<file path="config.mk">
export PLATFORM = sky130hd
export DESIGN_NAME = fifo_wr_arbiter
export DESIGN_NICKNAME = d
export VERILOG_FILES = /design/src/rtl/fifo_arb_pkg.sv /design/src/rtl/rr_pick.sv /design/src/rtl/fifo_wr_arbiter.sv
export SDC_FILE = /design/constraint.sdc
export NUM_CORES = 1
export LEC_CHECK = 0
export ABC_AREA = 1
export BUFFER_PORTS_ARGS = -buffer_cell sky130_fd_sc_hd__buf_2
export CAP_MARGIN = 5
export CORE_ASPECT_RATIO = 0.75
export CORE_MARGIN = 1
export CORE_UTILIZATION = 43
export DETAILED_ROUTE_END_ITERATION = 16
export PLACE_DENSITY = 0.82
export SETUP_SLACK_MARGIN = 0.02
export SYNTH_ARGS = -nofsm -noshare
export SYNTH_HDL_FRONTEND = slang
export SYNTH_SLANG_ARGS = --single-unit
</file>
<file path="constraint.sdc">
create_clock -name clk -period 1.9 [get_ports clk]
set_input_delay 0 -clock clk [delete_from_list [all_inputs] [get_ports clk]]
set_output_delay 0 -clock clk [all_outputs]
set_load 0.01 [all_outputs]
</file>
<file path="src/rtl/fifo_arb_pkg.sv">
// fifo_arb_pkg: shared state type, default sizing and helpers for the
// round-robin FIFO write arbiter.
package fifo_arb_pkg;
    localparam int DEF_DATA_W    = 8;
    localparam int DEF_NUM_REQ   = 4;
    localparam int DEF_BURST_MAX = 4;

    typedef enum logic {IDLE, BURST} arb_state_t;

    function automatic int clog2(input int v);
        int r = 0;
        while ((1 << r) < v) r++;
        return r;
    endfunction
endpackage

</file>
<file path="src/rtl/rr_pick.sv">
// rr_pick: combinational round-robin priority encoder; picks the first
// requester strictly after last_grant, wrapping modulo NUM_REQ.
module rr_pick import fifo_arb_pkg::*; #(
    parameter int NUM_REQ = DEF_NUM_REQ,
    parameter int IW      = clog2(NUM_REQ)
) (
    input  logic [NUM_REQ-1:0] req,
    input  logic [IW-1:0]      last_grant,
    output logic [IW-1:0]      winner,
    output logic               any_req
);
    // Scan farthest-first so the nearest set bit after last_grant overwrites.
    always_comb begin
        winner = '0;
        for (int i = NUM_REQ; i >= 1; i--)
            if (req[(int'(last_grant) + i) % NUM_REQ]) winner = IW'((int'(last_grant) + i) % NUM_REQ);
    end

    assign any_req = |req;
endmodule

</file>
<file path="src/rtl/fifo_wr_arbiter.sv">
// fifo_wr_arbiter: shares one sync_fifo write port between NUM_REQ
// valid/ready producers using bounded round-robin bursts.
module fifo_wr_arbiter import fifo_arb_pkg::*; #(
    parameter int DATA_W    = DEF_DATA_W,
    parameter int NUM_REQ   = DEF_NUM_REQ,
    parameter int BURST_MAX = DEF_BURST_MAX
) (
    input  logic                      clk,
    input  logic                      rst_n,
    input  logic                      arb_en,
    input  logic [NUM_REQ-1:0]        req_valid,
    input  logic [NUM_REQ*DATA_W-1:0] req_data,
    output logic [NUM_REQ-1:0]        req_ready,
    input  logic                      fifo_full,
    output logic                      fifo_wr_en,
    output logic [DATA_W-1:0]         fifo_data_in,
    output logic                      grant_valid,
    output logic [clog2(NUM_REQ)-1:0] grant_id
);
    localparam int IW = clog2(NUM_REQ);
    localparam int CW = clog2(BURST_MAX + 1);

    arb_state_t    state;
    logic [IW-1:0] last_grant;
    logic [IW-1:0] winner;
    logic [CW-1:0] beat_cnt;
    logic          any_req;
    logic          in_burst;
    logic          cur_valid;
    logic          accept;
    logic          done;

    rr_pick #(.NUM_REQ(NUM_REQ), .IW(IW)) u_pick (
        .req        (req_valid),
        .last_grant (last_grant),
        .winner     (winner),
        .any_req    (any_req)
    );

    // Write path is combinational so a valid beat reaches the FIFO in the same cycle.
    always_comb begin
        in_burst     = state == BURST;
        cur_valid    = req_valid[grant_id];
        accept       = in_burst & cur_valid & ~fifo_full;
        fifo_wr_en   = accept;
        fifo_data_in = accept ? req_data[grant_id*DATA_W +: DATA_W] : '0;
        req_ready    = (in_burst & ~fifo_full) ? NUM_REQ'(1) << grant_id : '0;
        done         = (accept && beat_cnt == CW'(BURST_MAX - 1))
                     || (!cur_valid && !fifo_full)
                     || (!arb_en && !accept);
    end

    always_ff @(posedge clk or negedge rst_n) begin
        if (!rst_n) begin
            state       <= IDLE;
            grant_valid <= 1'b0;
            grant_id    <= '0;
            beat_cnt    <= '0;
            last_grant  <= IW'(NUM_REQ - 1);
        end else if (state == IDLE) begin
            if (arb_en && any_req) begin
                state       <= BURST;
                grant_valid <= 1'b1;
                grant_id    <= winner;
                beat_cnt    <= '0;
            end
        end else if (done) begin
            state       <= IDLE;
            grant_valid <= 1'b0;
            beat_cnt    <= '0;
            last_grant  <= grant_id;
        end else if (accept) begin
            beat_cnt    <= beat_cnt + 1'b1;
        end
    end
endmodule

</file>
======== Yosys cells after proc, flatten, opt, wreduce, memory -nomap -nowiden ========
Cells that the tools add are included.
storage, ports and cells
  register bits ........................... 9
  latch bits .............................. 0
  memory bits (writable) .................. 0
  bits in read-only memories .............. 0
  input bits .............................. 40
  output and inout bits ................... 16
  logic and storage cells ................. 79
  memories kept ........................... 0
operators by class
  $add $sub $neg .......................... 5
  multiply operators ...................... 0
  divide/modulo/power cells ............... 0
  $lt $le $gt $ge ......................... 5
  equality and inequality tests ........... 3
  shift-type cells ........................ 2
  multiplexer cells ....................... 30
  bitwise logic cells ..................... 9
  reduce and logical (&&, ||, !) cells .... 20
operator list
  cell                   number
  $shiftx A32 B6 Y8      1
  $lt A3 B4 Y1 const B   4
  $mux W1                15
  $mux W3                4
  $bmux W1 S2            5
  $mux W2                4
  $mux W8                1
  $reduce_and A2 Y1      4
  $reduce_or A2 Y1       4
  $add A2 B1 Y2 const B  2
  $add A2 B2 Y2 const B  2
  $and A1 B1 Y1 const A  4
  $logic_and A1 B1 Y1    4
  $logic_not A1 Y1       4
  $mux W4                1
  $reduce_or A4 Y1       1
  $shl A1 B2 Y4 const A  1
  $add A3 B1 Y3 const B  1
  $and A1 B1 Y1          3
  $eq A3 B2 Y1 const B   1
  $lt A2 B3 Y1 const B   1
  $ne A3 B2 Y1 const B   1
  $logic_or A1 B1 Y1     2
  $ne A2 B1 Y1 const B   1
  2 further kinds        3

======== Longest topological paths before layout ========
  depth after elaboration ................. 10
  gate-level depth with buffers ........... 12
  mapped depth without buffers ............ 11

======== By module ========
From an unflattened synthesis, not the netlist that was laid out.
unflattened totals
  cell total of the unflattened synthesis .. 156
  area total of the unflattened synthesis .. 980.9 um2
modules (own cells, without submodules)
  module           instances  cells each  area each (um2)  seq. area each (um2)
  fifo_wr_arbiter  1          105         714.4            227.7
  rr_pick          1          51          266.5            0.0

======== Worst setup path before layout ========
No wires, ideal clock.
  path kind ............................... flip-flop to flip-flop
  from .................................... register last_grant[0]
  to ...................................... register grant_id[0]
  library setup time ...................... 0.116 ns
  arrival time ............................ 1.213 ns
  data required time ...................... 1.784 ns
  setup slack ............................. 0.571 ns
  cell stages (with the launch flop) ...... 13
  buffers on the path ..................... 1
  cells stage by stage .................... dfstp_2 -> buf_4 -> inv_2 -> nand2_1 -> nand2_1 -> nand2_1 -> nand2_1 -> nand2_1 -> nand3_1 -> nand2_1 -> inv_1 -> nand2_1 -> nand2_1
between the ends
  cells in the longest elaborated chain, start to end .. 8
  elaborated cells on any way between the ends .. 20
  classes of those cells .................. add/sub: 4; mux: 16
ends and longest elaborated chain
  what                                         line                   source
  from (decl)                                  fifo_wr_arbiter.sv:24  logic [IW-1:0] last_grant;
  from (signal assigned)                       fifo_wr_arbiter.sv:59  last_grant <= IW'(NUM_REQ - 1);
  from (signal assigned)                       fifo_wr_arbiter.sv:71  last_grant <= grant_id;
  $add A2 B1 Y2                                rr_pick.sv:16          if (req[(int'(last_grant) + i) % NUM_REQ]) winner = IW'((int'(last_grant) + i) % NUM_REQ);
  $bmux W1 S2                                  rr_pick.sv:16
  $mux W1 (implied by the code) (2 in series)  rr_pick.sv:16
  $mux W2 (3 in series)                        rr_pick.sv:16
  $mux W2 *                                    rr_pick.sv:16
  to (signal assigned)                         fifo_wr_arbiter.sv:64  grant_id <= winner;
  to (decl)                                    fifo_wr_arbiter.sv:18  output logic [clog2(NUM_REQ)-1:0] grant_id
Mark *: on every way between the ends. The rest lies on a longest branch, timed or not. The select of a mux whose other input is x is not followed.
A chain may end at the register's enable or synchronous reset.

======== Final worst setup path ========
  from .................................... register grant_id[1]
  to ...................................... output fifo_data_in[0]
between the ends
  cells in the longest elaborated chain, start to end .. 5
  elaborated cells on any way between the ends .. 6
  classes of those cells .................. shift: 1; mux: 3; bitwise: 2
ends and longest elaborated chain
  what                                                                       line                   source
  parallel branches: the longest is 4 deep, another holds $shiftx A32 B6 Y8  -
  $mux W8 *                                                                  fifo_wr_arbiter.sv:46  fifo_data_in = accept ? req_data[grant_id*DATA_W +: DATA_W] : '0;
  to (decl)                                                                  fifo_wr_arbiter.sv:16  output logic [DATA_W-1:0] fifo_data_in,
Mark *: on every way between the ends. The select of a mux whose other input is x is not followed.

==> results.md <==
- Outcome: finished clean
- CTS tree: built
- Area Overhead vs Synth: 33.7%
- Initial antenna violation count: 0
- Starting Density: 46.2%
- DIE HEIGHT: 42.5 um
- Final net count: 254
- 1st-pass router iterations: 4
- XOR/XNOR Fraction of Synth Area: 0%
- Largest family of logic cells by synthesized area: simple AND/OR/NAND/NOR gates
- HP Class: in -> async
- Gr ovfl total: 0
- CTS Buffer Depth: 2
- Total wire length: 2660 um
- Seq cells post-synth: 9
- Fillcell total: 215
- Top Ports: 56
- Postcts setup bufs: 0
- Die width: 56.0 um
- Arr. time, crit path: 1.65 ns
- Dpl hpwl: 2170 um
- DIE AREA: 2380 um2
- Drt drc: 0
- Worst Path Required: 1.90 ns
- Core area: 2030 um2
- IO buf count: 55
- Mux cell area share after synthesis: 0%
- Setup Skew: 0.00917 ns
- Routed Antenna Nets: 0
- Area fraction in compound gates after synthesis: 15.7%
- Simple-Gate Fraction of Synth Area: 45.9%
- CTS root buf: clkbuf_4
- Sum of negative setup slack: 0 ns
- Adder-Cell Fraction of Synth Area: 2.66%
- CP Launch Type: register
- Synth warn: 0
- Site row count: 14
- Final setup viols: 0
- Hold Fails Final Rpt: 0
- Vias in the first global route: 1076
- Reg2Reg Setup Slack: 0.36 ns
- Final period util: 86.6%
- Max Cap Violations: 0
- Setup Crit Path Kind: reg -> out
- Post-Route Utilization: 61.8%
- Worst VDD drop: 0.831 mV
- Unrepaired setup endpoints after global routing: false
- Synth Net Count: 196
- Slew of the pin with the lowest slew margin: 0.414 ns
- Synthesized area per cell: 6.10 um2
- Cell total after placement: 230
- Final Critical Period: 1.65 ns
- FF-to-FF Start: grant_id[0]
- DR WL/cell: 11.3 um
- Worst R2R Path Depth: 11
- First-pass GRT wire length: 4400 um
- Leakage: 0.750 nW
- Total track usage: 23.0%
- Cell variety after synth: 22
- Layout cells sized above 1: 36.5%
- Fmax: 0.608 GHz
- Most common cell after layout, fill and taps aside: nand2_1
- Critical path capture point type: output pin
- Synth top area share: 26.4%
- Clock Sinks: 9
- Largest fanout on the critical path: 10
- DR vias: 1198
- Num CTS Buffers: 3
- Fin. max-slew vios: 0
- Final Instance Count excl. Fillers: 235
- Vias/cell: 5.10
- Most frequent cells in the layout: nand2_1, buf_2, inv_1
- Slew HR: 72.4%
- Sequential fraction of the synthesis area: 24.2%
- Largest area contributor in the netlist: nand2_1
- Mapped cell area: 940 um2
- Synth Instances: 154
- Pwr/cell area: 1210 nW/um2
- Worst skew pair latency: 0.26 ns
- CTS clk-pin slew, worst paths: 0.06 ns
- Cells taking the most area after synthesis: nand2_1, dfrtp_1, inv_1, a22oi_1, dfstp_2
- H-tree depth: 1
- Crit. Startpoint: grant_id[1]
- Reg-to-Reg End: grant_valid
- Gpl congestion: 1.00
- Largest net degree at the start of global routing: 11
- Antenna fix cells: 0
- Iter 0 DRT Violations: 71
cell families after synthesis:
logic type               after synthesis
AND/OR/NAND/NOR                       97
buffers and inverters                 23
AO/OA/AOI/OAI                         23
adder cells (fa/ha/maj)                2
flip-flops                             9
how the worst max path moves through the flow:
| stage | end | slack, ns |
|---|---|---|
| after floorplan | grant_id[0] | 0.57 |
| after global placement | grant_id[0] | 0.46 |
| after detailed placement | grant_valid | 0.39 |
| after CTS | fifo_data_in[0] | 0.12 |
| after global routing | fifo_data_in[0] | 0.12 |
| final | fifo_data_in[0] | 0.25 |
cell usage after synthesis:
library cell  instances
nor2_1                6
a21oi_1               1
a21boi_0              1
inv_2                 2
ha_1                  2
o21ai_0               1
o21ai_1               4
inv_1                17
a31oi_1               8
nand2_4               4
buf_4                 1
a22oi_1               8
buf_6                 2
nand2_2               4
nand2_1              66
nor2_2                4
nand3_1              10
dfrtp_1               7
inv_4                 1
nand4_1               1
dfstp_2               2
nor3_1                2
layout make-up:
cell class,count,area [um2],area share (%)
flip-flops and latches,9,228,18.1
multi-input cells,122,609,48.5
well taps,24,30.0,2.39
inverters,20,77.6,6.18
repair buffers,56,285,22.7
clock buffers,4,26.3,2.09
state kept, by name (all words and copies together) (netlist names):
name	flops
beat_cnt	3
grant_id	2
last_grant	2
grant_valid	1
in_burst	1
what timing repair did:
item                                    CTS  global route
hold buffers                              1             0
gates resized for setup                   0             2
endpoints found under the setup margin    0             4
endpoints found under the hold margin     9             0
through the flow:
stage	hold slack [ns]	setup slack (ns)	area, um2	power (W)
4_1_cts	0.112	0.120	1250	0.00151
5_1_grt	0.130	0.121	1260	0.00168
2_1_floorplan	-0.296	0.571	940	0.00113
3_3_place_gp	-0.148	0.462	1210	0.00132
6_report	0.110	0.254	1260	0.00152
3_5_place_dp	-0.143	0.388	1210	0.00136
per-layer routing:
| layer | track usage (%) | vias up | wire [um] |
|---|---|---|---|
| li1 | - | 610 | - |
| met1 | 30.2 | 520 | 1190 |
| met2 | 38.6 | 64 | 1230 |
| met3 | 4.32 | 4 | 223 |
| met4 | 6.83 | 0 | 20 |
| met5 | 0 | - | 0 |
critical path: stages (launching register included):
cell,delay [ns]
dfrtp_1,0.59
nand2_2,0.12
nor2_2,0.12
nor2_2,0.05
nand2_2,0.08
nand2_4,0.11
a31oi_1,0.17
buf_2,0.15
report_power, final:
part	leakage, nW	switching [W]	total, W	internal, W
combinational	0.626	0.000618	0.000967	0.000349
clock	0.0150	0.0000636	0.000144	0.0000807
sequential	0.109	0.000139	0.000413	0.000274
Note: power is estimated with default switching activity, not from simulation.
